## config.mk

```make
export PLATFORM = sky130hd
export DESIGN_NAME = id_pipe_flat
export DESIGN_NICKNAME = d
export VERILOG_FILES = /design/src/rtl/id_pipe_if.sv /design/src/rtl/id_pipe.sv /design/src/flat_wrapper.sv
export SDC_FILE = /design/constraint.sdc
export NUM_CORES = 1
export LEC_CHECK = 0
export CAP_MARGIN = 20
export CORE_AREA = 2 2 139 141
export CTS_CLUSTER_SIZE = 8
export DETAILED_ROUTE_END_ITERATION = 8
export DIE_AREA = 0 0 141 143
export GPL_ROUTABILITY_DRIVEN = 0
export MAX_ROUTING_LAYER = met4
export PLACE_DENSITY = 0.76
export SETUP_SLACK_MARGIN = 0.4
export SYNTH_ARGS = -nofsm -noshare
export SYNTH_HDL_FRONTEND = slang
export SYNTH_SLANG_ARGS = --single-unit
```

## constraint.sdc

```tcl
create_clock -name clk -period 6.1 [get_ports clk]
set_input_delay 1.525 -clock clk [delete_from_list [all_inputs] [get_ports clk]]
set_output_delay 1.525 -clock clk [all_outputs]
set_load 0.01 [all_outputs]
```

## src/rtl/id_pipe_if.sv

```systemverilog
// Instruction-decode stage stream bundle: IF/ID-side input handshake and ID/EX-side output register.
// slave is the decode stage itself; master is whoever sits on both sides of it (fetch and execute).
interface id_pipe_if #(
  parameter int DATA_W = 32
);
  logic              in_valid;
  logic              in_ready;
  logic [31:0]       pc_i;
  logic [31:0]       inst_i;

  logic              out_valid;
  logic              out_ready;
  logic [31:0]       pc_o;
  logic [7:0]        aluop_o;
  logic [2:0]        alusel_o;
  logic [DATA_W-1:0] reg1_o;
  logic [DATA_W-1:0] reg2_o;
  logic [4:0]        wd_o;
  logic              wreg_o;
  logic              is_load_o;
  logic              instvalid_o;

  modport slave (
    input  in_valid, pc_i, inst_i, out_ready,
    output in_ready, out_valid, pc_o, aluop_o, alusel_o, reg1_o, reg2_o,
           wd_o, wreg_o, is_load_o, instvalid_o
  );

  modport master (
    output in_valid, pc_i, inst_i, out_ready,
    input  in_ready, out_valid, pc_o, aluop_o, alusel_o, reg1_o, reg2_o,
           wd_o, wreg_o, is_load_o, instvalid_o
  );
endinterface

```

## src/rtl/id_pipe.sv

```systemverilog
// Registered decode stage for logic-imm, logic-reg and LW instructions with operand
// forwarding, load-use stall detection and a one-entry valid/ready output register.
module id_pipe #(
  parameter int DATA_W    = 32,
  parameter int FWD_PORTS = 2
) (
  input  logic                          clk,
  input  logic                          rst,
  id_pipe_if.slave                      bus,
  output logic                          reg1_read_o,
  output logic                          reg2_read_o,
  output logic [4:0]                    reg1_addr_o,
  output logic [4:0]                    reg2_addr_o,
  input  logic [DATA_W-1:0]             reg1_data_i,
  input  logic [DATA_W-1:0]             reg2_data_i,
  input  logic [FWD_PORTS-1:0]          fwd_we_i,
  input  logic [5*FWD_PORTS-1:0]        fwd_waddr_i,
  input  logic [DATA_W*FWD_PORTS-1:0]   fwd_wdata_i,
  input  logic                          ex_is_load_i,
  input  logic [4:0]                    ex_wd_i,
  input  logic                          flush_i,
  output logic [15:0]                   stall_cnt_o
);

  localparam logic [5:0] OP_SPECIAL = 6'b000000;
  localparam logic [5:0] OP_ANDI    = 6'b001100;
  localparam logic [5:0] OP_ORI     = 6'b001101;
  localparam logic [5:0] OP_XORI    = 6'b001110;
  localparam logic [5:0] OP_LUI     = 6'b001111;
  localparam logic [5:0] OP_LW      = 6'b100011;

  localparam logic [5:0] FN_AND = 6'b100100;
  localparam logic [5:0] FN_OR  = 6'b100101;
  localparam logic [5:0] FN_XOR = 6'b100110;
  localparam logic [5:0] FN_NOR = 6'b100111;

  localparam logic [7:0] EXE_NOP_OP = 8'b0000_0000;
  localparam logic [7:0] EXE_AND_OP = 8'b0010_0100;
  localparam logic [7:0] EXE_OR_OP  = 8'b0010_0101;
  localparam logic [7:0] EXE_XOR_OP = 8'b0010_0110;
  localparam logic [7:0] EXE_NOR_OP = 8'b0010_0111;
  localparam logic [7:0] EXE_LW_OP  = 8'b1110_0011;

  localparam logic [2:0] EXE_RES_NOP        = 3'b000;
  localparam logic [2:0] EXE_RES_LOGIC      = 3'b001;
  localparam logic [2:0] EXE_RES_LOAD_STORE = 3'b111;

  logic [5:0]  op;
  logic [5:0]  funct;
  logic [15:0] imm16;
  logic [4:0]  rs;
  logic [4:0]  rt;
  logic [4:0]  rd;

  logic              dec_r1rd;
  logic              dec_r2rd;
  logic [7:0]        dec_aluop;
  logic [2:0]        dec_alusel;
  logic [DATA_W-1:0] dec_imm;
  logic [4:0]        dec_wd;
  logic              dec_wreg;
  logic              dec_load;
  logic              dec_valid;

  logic [DATA_W-1:0] opnd1;
  logic [DATA_W-1:0] opnd2;
  logic              hazard;
  logic              capture;

  logic              out_valid_q;
  logic [31:0]       pc_q;
  logic [7:0]        aluop_q;
  logic [2:0]        alusel_q;
  logic [DATA_W-1:0] reg1_q;
  logic [DATA_W-1:0] reg2_q;
  logic [4:0]        wd_q;
  logic              wreg_q;
  logic              is_load_q;
  logic              instvalid_q;
  logic [15:0]       stall_cnt_q;

  assign op    = bus.inst_i[31:26];
  assign funct = bus.inst_i[5:0];
  assign imm16 = bus.inst_i[15:0];
  assign rs    = bus.inst_i[25:21];
  assign rt    = bus.inst_i[20:16];
  assign rd    = bus.inst_i[15:11];

  always_comb begin
    dec_r1rd   = 1'b0;
    dec_r2rd   = 1'b0;
    dec_aluop  = EXE_NOP_OP;
    dec_alusel = EXE_RES_NOP;
    dec_imm    = '0;
    dec_wd     = 5'd0;
    dec_wreg   = 1'b0;
    dec_load   = 1'b0;
    dec_valid  = 1'b0;
    unique case (op)
      OP_ORI, OP_ANDI, OP_XORI: begin
        dec_r1rd   = 1'b1;
        dec_alusel = EXE_RES_LOGIC;
        dec_imm    = {{(DATA_W-16){1'b0}}, imm16};
        dec_wd     = rt;
        dec_wreg   = 1'b1;
        dec_valid  = 1'b1;
        dec_aluop  = (op == OP_ORI)  ? EXE_OR_OP  :
                     (op == OP_ANDI) ? EXE_AND_OP : EXE_XOR_OP;
      end
      OP_LUI: begin
        dec_aluop  = EXE_OR_OP;
        dec_alusel = EXE_RES_LOGIC;
        dec_imm    = DATA_W'({imm16, 16'h0000});
        dec_wd     = rt;
        dec_wreg   = 1'b1;
        dec_valid  = 1'b1;
      end
      OP_LW: begin
        dec_r1rd   = 1'b1;
        dec_aluop  = EXE_LW_OP;
        dec_alusel = EXE_RES_LOAD_STORE;
        dec_imm    = {{(DATA_W-16){imm16[15]}}, imm16};
        dec_wd     = rt;
        dec_wreg   = 1'b1;
        dec_load   = 1'b1;
        dec_valid  = 1'b1;
      end
      OP_SPECIAL: begin
        // Only the four logic functs are legal; anything else falls out as illegal.
        if (funct == FN_OR || funct == FN_AND || funct == FN_XOR || funct == FN_NOR) begin
          dec_r1rd   = 1'b1;
          dec_r2rd   = 1'b1;
          dec_alusel = EXE_RES_LOGIC;
          dec_wd     = rd;
          dec_wreg   = 1'b1;
          dec_valid  = 1'b1;
          unique case (funct)
            FN_OR:   dec_aluop = EXE_OR_OP;
            FN_AND:  dec_aluop = EXE_AND_OP;
            FN_XOR:  dec_aluop = EXE_XOR_OP;
            default: dec_aluop = EXE_NOR_OP;
          endcase
        end
      end
      default: ;
    endcase
  end

  function automatic logic [DATA_W-1:0] sel_operand(
    input logic                        rd_en,
    input logic [4:0]                  addr,
    input logic [DATA_W-1:0]           rf_data,
    input logic [DATA_W-1:0]           alt,
    input logic [FWD_PORTS-1:0]        we,
    input logic [5*FWD_PORTS-1:0]      waddr,
    input logic [DATA_W*FWD_PORTS-1:0] wdata
  );
    logic [DATA_W-1:0] v;
    v = rf_data;
    // Walk from oldest to youngest so the lowest-index match overwrites the rest.
    for (int k = FWD_PORTS - 1; k >= 0; k--) begin
      if (we[k] && waddr[5*k +: 5] == addr) v = wdata[DATA_W*k +: DATA_W];
    end
    if (!rd_en)          return alt;
    else if (addr == '0) return '0;
    else                 return v;
  endfunction

  always_comb begin
    opnd1 = sel_operand(dec_r1rd, rs, reg1_data_i, '0, fwd_we_i, fwd_waddr_i, fwd_wdata_i);
    opnd2 = sel_operand(dec_r2rd, rt, reg2_data_i, dec_imm, fwd_we_i, fwd_waddr_i, fwd_wdata_i);
  end

  assign hazard = bus.in_valid && ex_is_load_i && (ex_wd_i != 5'd0) &&
                  ((dec_r1rd && rs == ex_wd_i) || (dec_r2rd && rt == ex_wd_i));

  assign bus.in_ready = rst && !flush_i && !hazard && (!out_valid_q || bus.out_ready);
  assign capture      = bus.in_valid && bus.in_ready;

  assign reg1_read_o = rst && dec_r1rd;
  assign reg2_read_o = rst && dec_r2rd;
  assign reg1_addr_o = rst ? rs : 5'd0;
  assign reg2_addr_o = rst ? rt : 5'd0;

  always_ff @(posedge clk) begin
    if (!rst) begin
      out_valid_q <= 1'b0;
      pc_q        <= '0;
      aluop_q     <= EXE_NOP_OP;
      alusel_q    <= EXE_RES_NOP;
      reg1_q      <= '0;
      reg2_q      <= '0;
      wd_q        <= 5'd0;
      wreg_q      <= 1'b0;
      is_load_q   <= 1'b0;
      instvalid_q <= 1'b1;
      stall_cnt_q <= 16'd0;
    end else begin
      if (hazard && stall_cnt_q != 16'hFFFF) stall_cnt_q <= stall_cnt_q + 16'd1;
      if (flush_i) begin
        out_valid_q <= 1'b0;
      end else if (capture) begin
        out_valid_q <= 1'b1;
        pc_q        <= bus.pc_i;
        aluop_q     <= dec_aluop;
        alusel_q    <= dec_alusel;
        reg1_q      <= opnd1;
        reg2_q      <= opnd2;
        wd_q        <= dec_wd;
        wreg_q      <= dec_wreg;
        is_load_q   <= dec_load;
        instvalid_q <= dec_valid;
      end else if (bus.out_ready) begin
        out_valid_q <= 1'b0;
      end
    end
  end

  assign bus.out_valid   = out_valid_q;
  assign bus.pc_o        = pc_q;
  assign bus.aluop_o     = aluop_q;
  assign bus.alusel_o    = alusel_q;
  assign bus.reg1_o      = reg1_q;
  assign bus.reg2_o      = reg2_q;
  assign bus.wd_o        = wd_q;
  assign bus.wreg_o      = wreg_q;
  assign bus.is_load_o   = is_load_q;
  assign bus.instvalid_o = instvalid_q;
  assign stall_cnt_o     = stall_cnt_q;

endmodule

```

## src/flat_wrapper.sv

```systemverilog
// flat-port wrapper written by rule: the top's interface ports become plain ports
module id_pipe_flat 
#(
  parameter int DATA_W    = 32,
  parameter int FWD_PORTS = 2
)
  (clk, rst, reg1_read_o, reg2_read_o, reg1_addr_o, reg2_addr_o, reg1_data_i, reg2_data_i, fwd_we_i, fwd_waddr_i, fwd_wdata_i, ex_is_load_i, ex_wd_i, flush_i, stall_cnt_o, bus_in_valid, bus_pc_i, bus_inst_i, bus_out_ready, bus_in_ready, bus_out_valid, bus_pc_o, bus_aluop_o, bus_alusel_o, bus_reg1_o, bus_reg2_o, bus_wd_o, bus_wreg_o, bus_is_load_o, bus_instvalid_o);
  id_pipe_if #(.DATA_W(DATA_W)) bus_i ();
  input  logic clk;
  input  logic rst;
  output logic reg1_read_o;
  output logic reg2_read_o;
  output logic [4:0] reg1_addr_o;
  output logic [4:0] reg2_addr_o;
  input  logic [DATA_W-1:0] reg1_data_i;
  input  logic [DATA_W-1:0] reg2_data_i;
  input  logic [FWD_PORTS-1:0] fwd_we_i;
  input  logic [5*FWD_PORTS-1:0] fwd_waddr_i;
  input  logic [DATA_W*FWD_PORTS-1:0] fwd_wdata_i;
  input  logic ex_is_load_i;
  input  logic [4:0] ex_wd_i;
  input  logic flush_i;
  output logic [15:0] stall_cnt_o;
  input wire logic [$bits(bus_i.in_valid)-1:0] bus_in_valid;
  input wire logic [$bits(bus_i.pc_i)-1:0] bus_pc_i;
  input wire logic [$bits(bus_i.inst_i)-1:0] bus_inst_i;
  input wire logic [$bits(bus_i.out_ready)-1:0] bus_out_ready;
  output wire logic [$bits(bus_i.in_ready)-1:0] bus_in_ready;
  output wire logic [$bits(bus_i.out_valid)-1:0] bus_out_valid;
  output wire logic [$bits(bus_i.pc_o)-1:0] bus_pc_o;
  output wire logic [$bits(bus_i.aluop_o)-1:0] bus_aluop_o;
  output wire logic [$bits(bus_i.alusel_o)-1:0] bus_alusel_o;
  output wire logic [$bits(bus_i.reg1_o)-1:0] bus_reg1_o;
  output wire logic [$bits(bus_i.reg2_o)-1:0] bus_reg2_o;
  output wire logic [$bits(bus_i.wd_o)-1:0] bus_wd_o;
  output wire logic [$bits(bus_i.wreg_o)-1:0] bus_wreg_o;
  output wire logic [$bits(bus_i.is_load_o)-1:0] bus_is_load_o;
  output wire logic [$bits(bus_i.instvalid_o)-1:0] bus_instvalid_o;
  assign bus_i.in_valid = bus_in_valid;
  assign bus_i.pc_i = bus_pc_i;
  assign bus_i.inst_i = bus_inst_i;
  assign bus_i.out_ready = bus_out_ready;
  assign bus_in_ready = bus_i.in_ready;
  assign bus_out_valid = bus_i.out_valid;
  assign bus_pc_o = bus_i.pc_o;
  assign bus_aluop_o = bus_i.aluop_o;
  assign bus_alusel_o = bus_i.alusel_o;
  assign bus_reg1_o = bus_i.reg1_o;
  assign bus_reg2_o = bus_i.reg2_o;
  assign bus_wd_o = bus_i.wd_o;
  assign bus_wreg_o = bus_i.wreg_o;
  assign bus_is_load_o = bus_i.is_load_o;
  assign bus_instvalid_o = bus_i.instvalid_o;
  id_pipe #(.DATA_W(DATA_W), .FWD_PORTS(FWD_PORTS)) u_core (.clk(clk), .rst(rst), .bus(bus_i), .reg1_read_o(reg1_read_o), .reg2_read_o(reg2_read_o), .reg1_addr_o(reg1_addr_o), .reg2_addr_o(reg2_addr_o), .reg1_data_i(reg1_data_i), .reg2_data_i(reg2_data_i), .fwd_we_i(fwd_we_i), .fwd_waddr_i(fwd_waddr_i), .fwd_wdata_i(fwd_wdata_i), .ex_is_load_i(ex_is_load_i), .ex_wd_i(ex_wd_i), .flush_i(flush_i), .stall_cnt_o(stall_cnt_o));
endmodule
```

* After elaboration in Yosys (flattened, before gate mapping)
Index checks and enable logic that the tools add are counted.
** Operators by class
- Add/subtract/negate cells :: 1
- Bitwise operators :: 2
- Multiplexer cells :: 27
- Reduce and logical (&&, ||, !) cells :: 35
- Equal/unequal tests :: 16
** Operators by type and width (count)
- two-way mux 32 bit :: 8
- case mux 32 bit (3 select lines) :: 1
- case mux 8 bit (4 select lines) :: 1
- == test 5 bit :: 6
- == test 6 bit (second input constant) :: 5
- == test 6 x 4 -> 1 bit (second input constant) :: 4
- adder 16 x 1 -> 16 bit (second input constant) :: 1
- logical AND 1 bit :: 16
- two-way mux 8 bit :: 2
- inequality test 16 bit (second input constant) :: 1
- two-way mux 5 bit :: 3
- zero test 5 bit :: 2
- case mux 5 bit (2 select lines) :: 1
- case mux 3 bit (3 select lines) :: 1
- OR reduction 4 bit :: 2
- zero test 6 bit :: 1
- two-way mux 1 bit :: 6
- case mux 2 bit (3 select lines) :: 1
- logical OR 1 bit :: 5
- nonzero test 5 bit :: 1
- OR reduction 5 bit :: 1
- case mux 1 bit (2 select lines) :: 2
- zero test 1 bit :: 3
- OR reduction 3 bit :: 1
- 5 further kinds :: 6
** Storage, ports and cells
- Word-level logic and storage cells :: 92
- Output and inout port bits :: 145
- Input port bits :: 215
- Register bits :: 132

* Depth between registers and ports, before layout
- Depth in word-level cells :: 14
- Gate-level depth with buffers :: 11
- Mapped depth without buffers :: 7

* Least setup slack after synthesis
No wires, ideal clock.
- Path kind :: input to output
- From :: in bus_inst_i[31]
- To :: out reg1_read_o
- Cell stages on the path :: 7
- Required time :: 4575 ps
- Data arrival time :: 2880 ps
- Path buffers :: 2
- Path slack :: 1695 ps
- Path through :: nand3_1 -> or3_1 -> a21oi_1 -> clkbuf_1 -> clkbuf_1 -> nor2_1 -> nor2_1
** Between the ends
- Longest elaborated chain between the ends :: 4
- Elaborated cells on any way between the ends :: 8
- Classes of those cells :: eq/ne: 4; mux: 1; reduce/logical: 3
** Ends and longest elaborated chain
- from (decl) :: RTL line flat_wrapper.sv:26 : input wire logic [$bits(bus_i.inst_i)-1:0] bus_inst_i;
- == test 6 x 4 -> 1 bit or == test 6 bit (tied branches) :: RTL line id_pipe.sv:99 : unique case (op)
- OR reduction 4 bit (no source line)
- case mux 1 bit (2 select lines) * :: RTL line id_pipe.sv:99
- logical AND 1 bit * :: RTL line id_pipe.sv:180 : assign reg1_read_o = rst && dec_r1rd;
- to (decl) :: RTL line flat_wrapper.sv:11 : output logic reg1_read_o;
Every way passes the cells marked *; elsewhere a longest branch is shown, timed or not.

* Worst setup path after layout
- From :: in bus_inst_i[30]
- To :: out reg2_read_o
** Between the ends
- Longest elaborated chain between the ends :: 3
** Ends and longest elaborated chain
- zero test 6 bit :: RTL line id_pipe.sv:99
- two-way mux 1 bit :: RTL line id_pipe.sv:99
- logical AND 1 bit :: RTL line id_pipe.sv:181 : assign reg2_read_o = rst && dec_r2rd;
- to (decl) :: RTL line flat_wrapper.sv:12 : output logic reg2_read_o;
No other way between the ends.

==> impl_metrics.ini <==
[detailed_routing]
via_per_inst = 5.395
wl_per_cell_um = 20.56
ant_nets = 0
drt-initial-drc-count = 496
vias = 7456
drc = 0
drt_wl_total_mm = 28.42
drt-pass1-iter-count = 5

[timing]
rsz0062_at_grt = no
hold_violations = 0
fin_crit_sh_pct = 91.16
tightest_slew_ns = 1.093
fmax_ghz = 0.1798
finalSetupTns_ns = 0
max_slew_margin_pct = 27.10
period_minus_slack_ns = 5.561
setup_viol = 0
drv_slew = 0
fin_skew_ns = 0.01138

[synthesis]
synth_edf_count = 0
async_reset_ff_share_pct = 0
synthesis.area_um2 = 6659
yosys_warnings = 0
seq_area_frac_synth_pct = 38.48
netlist_instances = 816
syn_area_per_cell_um2 = 8.160
ys.flop_type = dfxtp_1
ys_ff_latch = 128
yosysUniqueCellTypes = 53

[layout]
final_nets = 1352
multi_input_area_um2 = 3792
regArea_um2 = 2562
final_layout_size_suffix_gt1_share_pct = 5.401
num_antenna_cells = 0
final_util_pct = 58.59
syn_to_final_growth_pct = 63.47
num-fill-cells = 1683

[clock_tree]
cts_tree = built
cts_buffer_depth = 2
insertion_delay_ns = 0.41
cts_setup_buffers = 0
htreeDepth = 4
clock_sinks = 128
clockRootBuffer = clkbuf_16
postCtsResizedCells = 0
cts_hold_buffers = 0
cts_made_buffers = 17
clk_pin_slew_ns = 0.06

[placed_design]
io_buffers = 357
hpwl_mm = 20.98

[global_route]
grt_pass1_wl_mm = 41.72
grt_max_degree = 85
grt_usage_pct = 27.97
antenna_found_initial = 0
grt_overflow = 0
grt_pass1_vias = 7155

[run]
cap_viol_max_count = 0

[power]
p_per_area_nw_per_um2 = 205.1
irDropWorstVdd_uv = 170.3
leakagePower_nw = 3.698
power_mw = 2.233

[critical_path]
end_kind = primary output
critPathRequiredTime_ns = 4.58
path_class = input pin to primary output
cp_data_arrival_time_ns = 4.04
path_max_fanout = 9
startpoint_type = input pin

[hold_path]
hp-class = flip-flop to flip-flop

[floorplan]
core_um2 = 18580
pin_count = 360
initial_core_util_pct = 35.84
die_y_um = 143
die_w_um = 141
die-area_um2 = 20160
rows = 50

[outcome]
outcome = finished clean
-- cell families (layout without fill, tap and decap cells) --
| group | count (synthesis) | count (layout) | share of synthesized area (%) |
|---|---|---|---|
| and+or+nand+nor | 230 | 230 | 16.27 |
| other | 1 | 2 | 0.05632 |
| muxes | 65 | 65 | 9.771 |
| adders and majority gates | 1 | 1 | 0.1879 |
| xor gates and xnor gates | 32 | 32 | 4.209 |
| AOI/OAI and AO/OA | 287 | 287 | 25.76 |
| DFF | 128 | 128 | 38.48 |
| buffers and inverters | 72 | 403 | 5.261 |
-- state kept, by name, indices dropped and copies added, names as in the netlist --
register and count:
u_core.bus.is_load_o 1, u_core.bus.reg1_o 32, u_core.stall_cnt_o 16, u_core.bus.wd_o 5
u_core.bus.wreg_o 1, u_core.bus.instvalid_o 1, u_core.bus.reg2_o 32, u_core.bus.out_valid 1
u_core.bus.alusel_o 2, u_core.bus.aluop_o 5, u_core.bus.pc_o 32
-- final timing paths --
path | slack (ns) | end | cells after the start | from
max | 0.54 | reg2_read_o | 6 | bus_inst_i[30]
min | 0.45 | u_core.bus.pc_o[22] | 2 | u_core.bus.pc_o[22]
max reg2reg | 3.69 | u_core.bus.reg2_o[22] | 6 | u_core.bus.out_valid
min reg2reg | 0.45 | u_core.bus.pc_o[22] | 2 | u_core.bus.pc_o[22]
-- metal layers --
metal	routed length, um	track usage, %
met1	11970	33.58
met2	13210	44.11
met3	2054	7.679
met4	1181	12.47
met5	0	-
-- Yosys cell counts (2+ instances only) --
cell type	count	area [um2]
a21oi_1	145	725.7
o31ai_1	4	30.03
mux2i_1	65	650.6
nand3_1	13	65.06
or4_1	6	45.04
nor2_1	74	277.8
nand4_1	2	12.51
a221oi_1	7	61.31
xnor2_1	9	78.83
dfxtp_1	128	2562
xor2_1	23	201.4
buf_6	4	45.04
buf_2	16	80.08
or3_1	11	68.82
a21oi_4	2	32.53
buf_4	8	60.06
o21ai_1	2	10.01
and3_1	4	25.02
nand2b_1	3	18.77
and2_1	11	68.82
nand2_1	77	289.0
o21ai_0	65	325.3
a22o_1	32	280.3
nand3b_1	2	15.01
nor4_1	5	31.28
clkbuf_1	41	153.9
a211oi_1	18	135.1
nor3_1	13	65.06
o211ai_1	2	15.01
-- area by class of cell --
cell class,count,area share [%]
clock buffer,22,4.172
timing repair buffer,370,33.68
inverter,2,0.06897
multi-input combinational,617,34.84
clock inverter,9,1.012
sequential,128,23.54
tap,234,2.690
-- power by group --
group,internal (mW),switching [mW]
Combinational,0.213,0.161
Clock,0.611,0.378
Sequential,0.858,0.0113
-- metrics by stage --
stage | area [um2] | setup slack (ns) | hold WS [ns] | cells
floorplan | 6663 | 1.695 | 0.4805 | 817
global placement | 10320 | 0.6077 | 0.4413 | 1351
detailed placement | 10320 | 0.5676 | 0.4475 | 1351
CTS | 10890 | 0.5607 | 0.4540 | 1382
global route | 10890 | 0.4782 | 0.4706 | 1382
finish | 10890 | 0.5390 | 0.4527 | 1382
-- critical path: stages --
cell,delay (ns)
clkdlybuf4s50_1,0.54
or4_4,0.58
nor4_4,0.45
buf_4,0.27
and2_1,0.13
clkdlybuf4s50_1,0.53
-- layout by cell type, fill, tap and decap left out, types with 4 or more instances in the layout --
| cell | Yosys | final |
|---|---|---|
| clkbuf_16 | 0 | 17 |
| a21oi_1 | 145 | 144 |
| or4_1 | 6 | 6 |
| a211oi_1 | 18 | 18 |
| nand3_1 | 13 | 11 |
| and2_1 | 11 | 11 |
| nand2_1 | 77 | 77 |
| buf_4 | 8 | 13 |
| clkbuf_1 | 41 | 4 |
| clkdlybuf4s50_1 | 0 | 356 |
| or3_1 | 11 | 10 |
| dfxtp_1 | 128 | 128 |
| o31ai_1 | 4 | 4 |
| a221oi_1 | 7 | 7 |
| o21ai_0 | 65 | 65 |
| xor2_1 | 23 | 23 |
| xnor2_1 | 9 | 9 |
| a22o_1 | 32 | 32 |
| nor3_1 | 13 | 12 |
| mux2i_1 | 65 | 65 |
| nor2_1 | 74 | 73 |
Power figures use the tool's default switching activity.
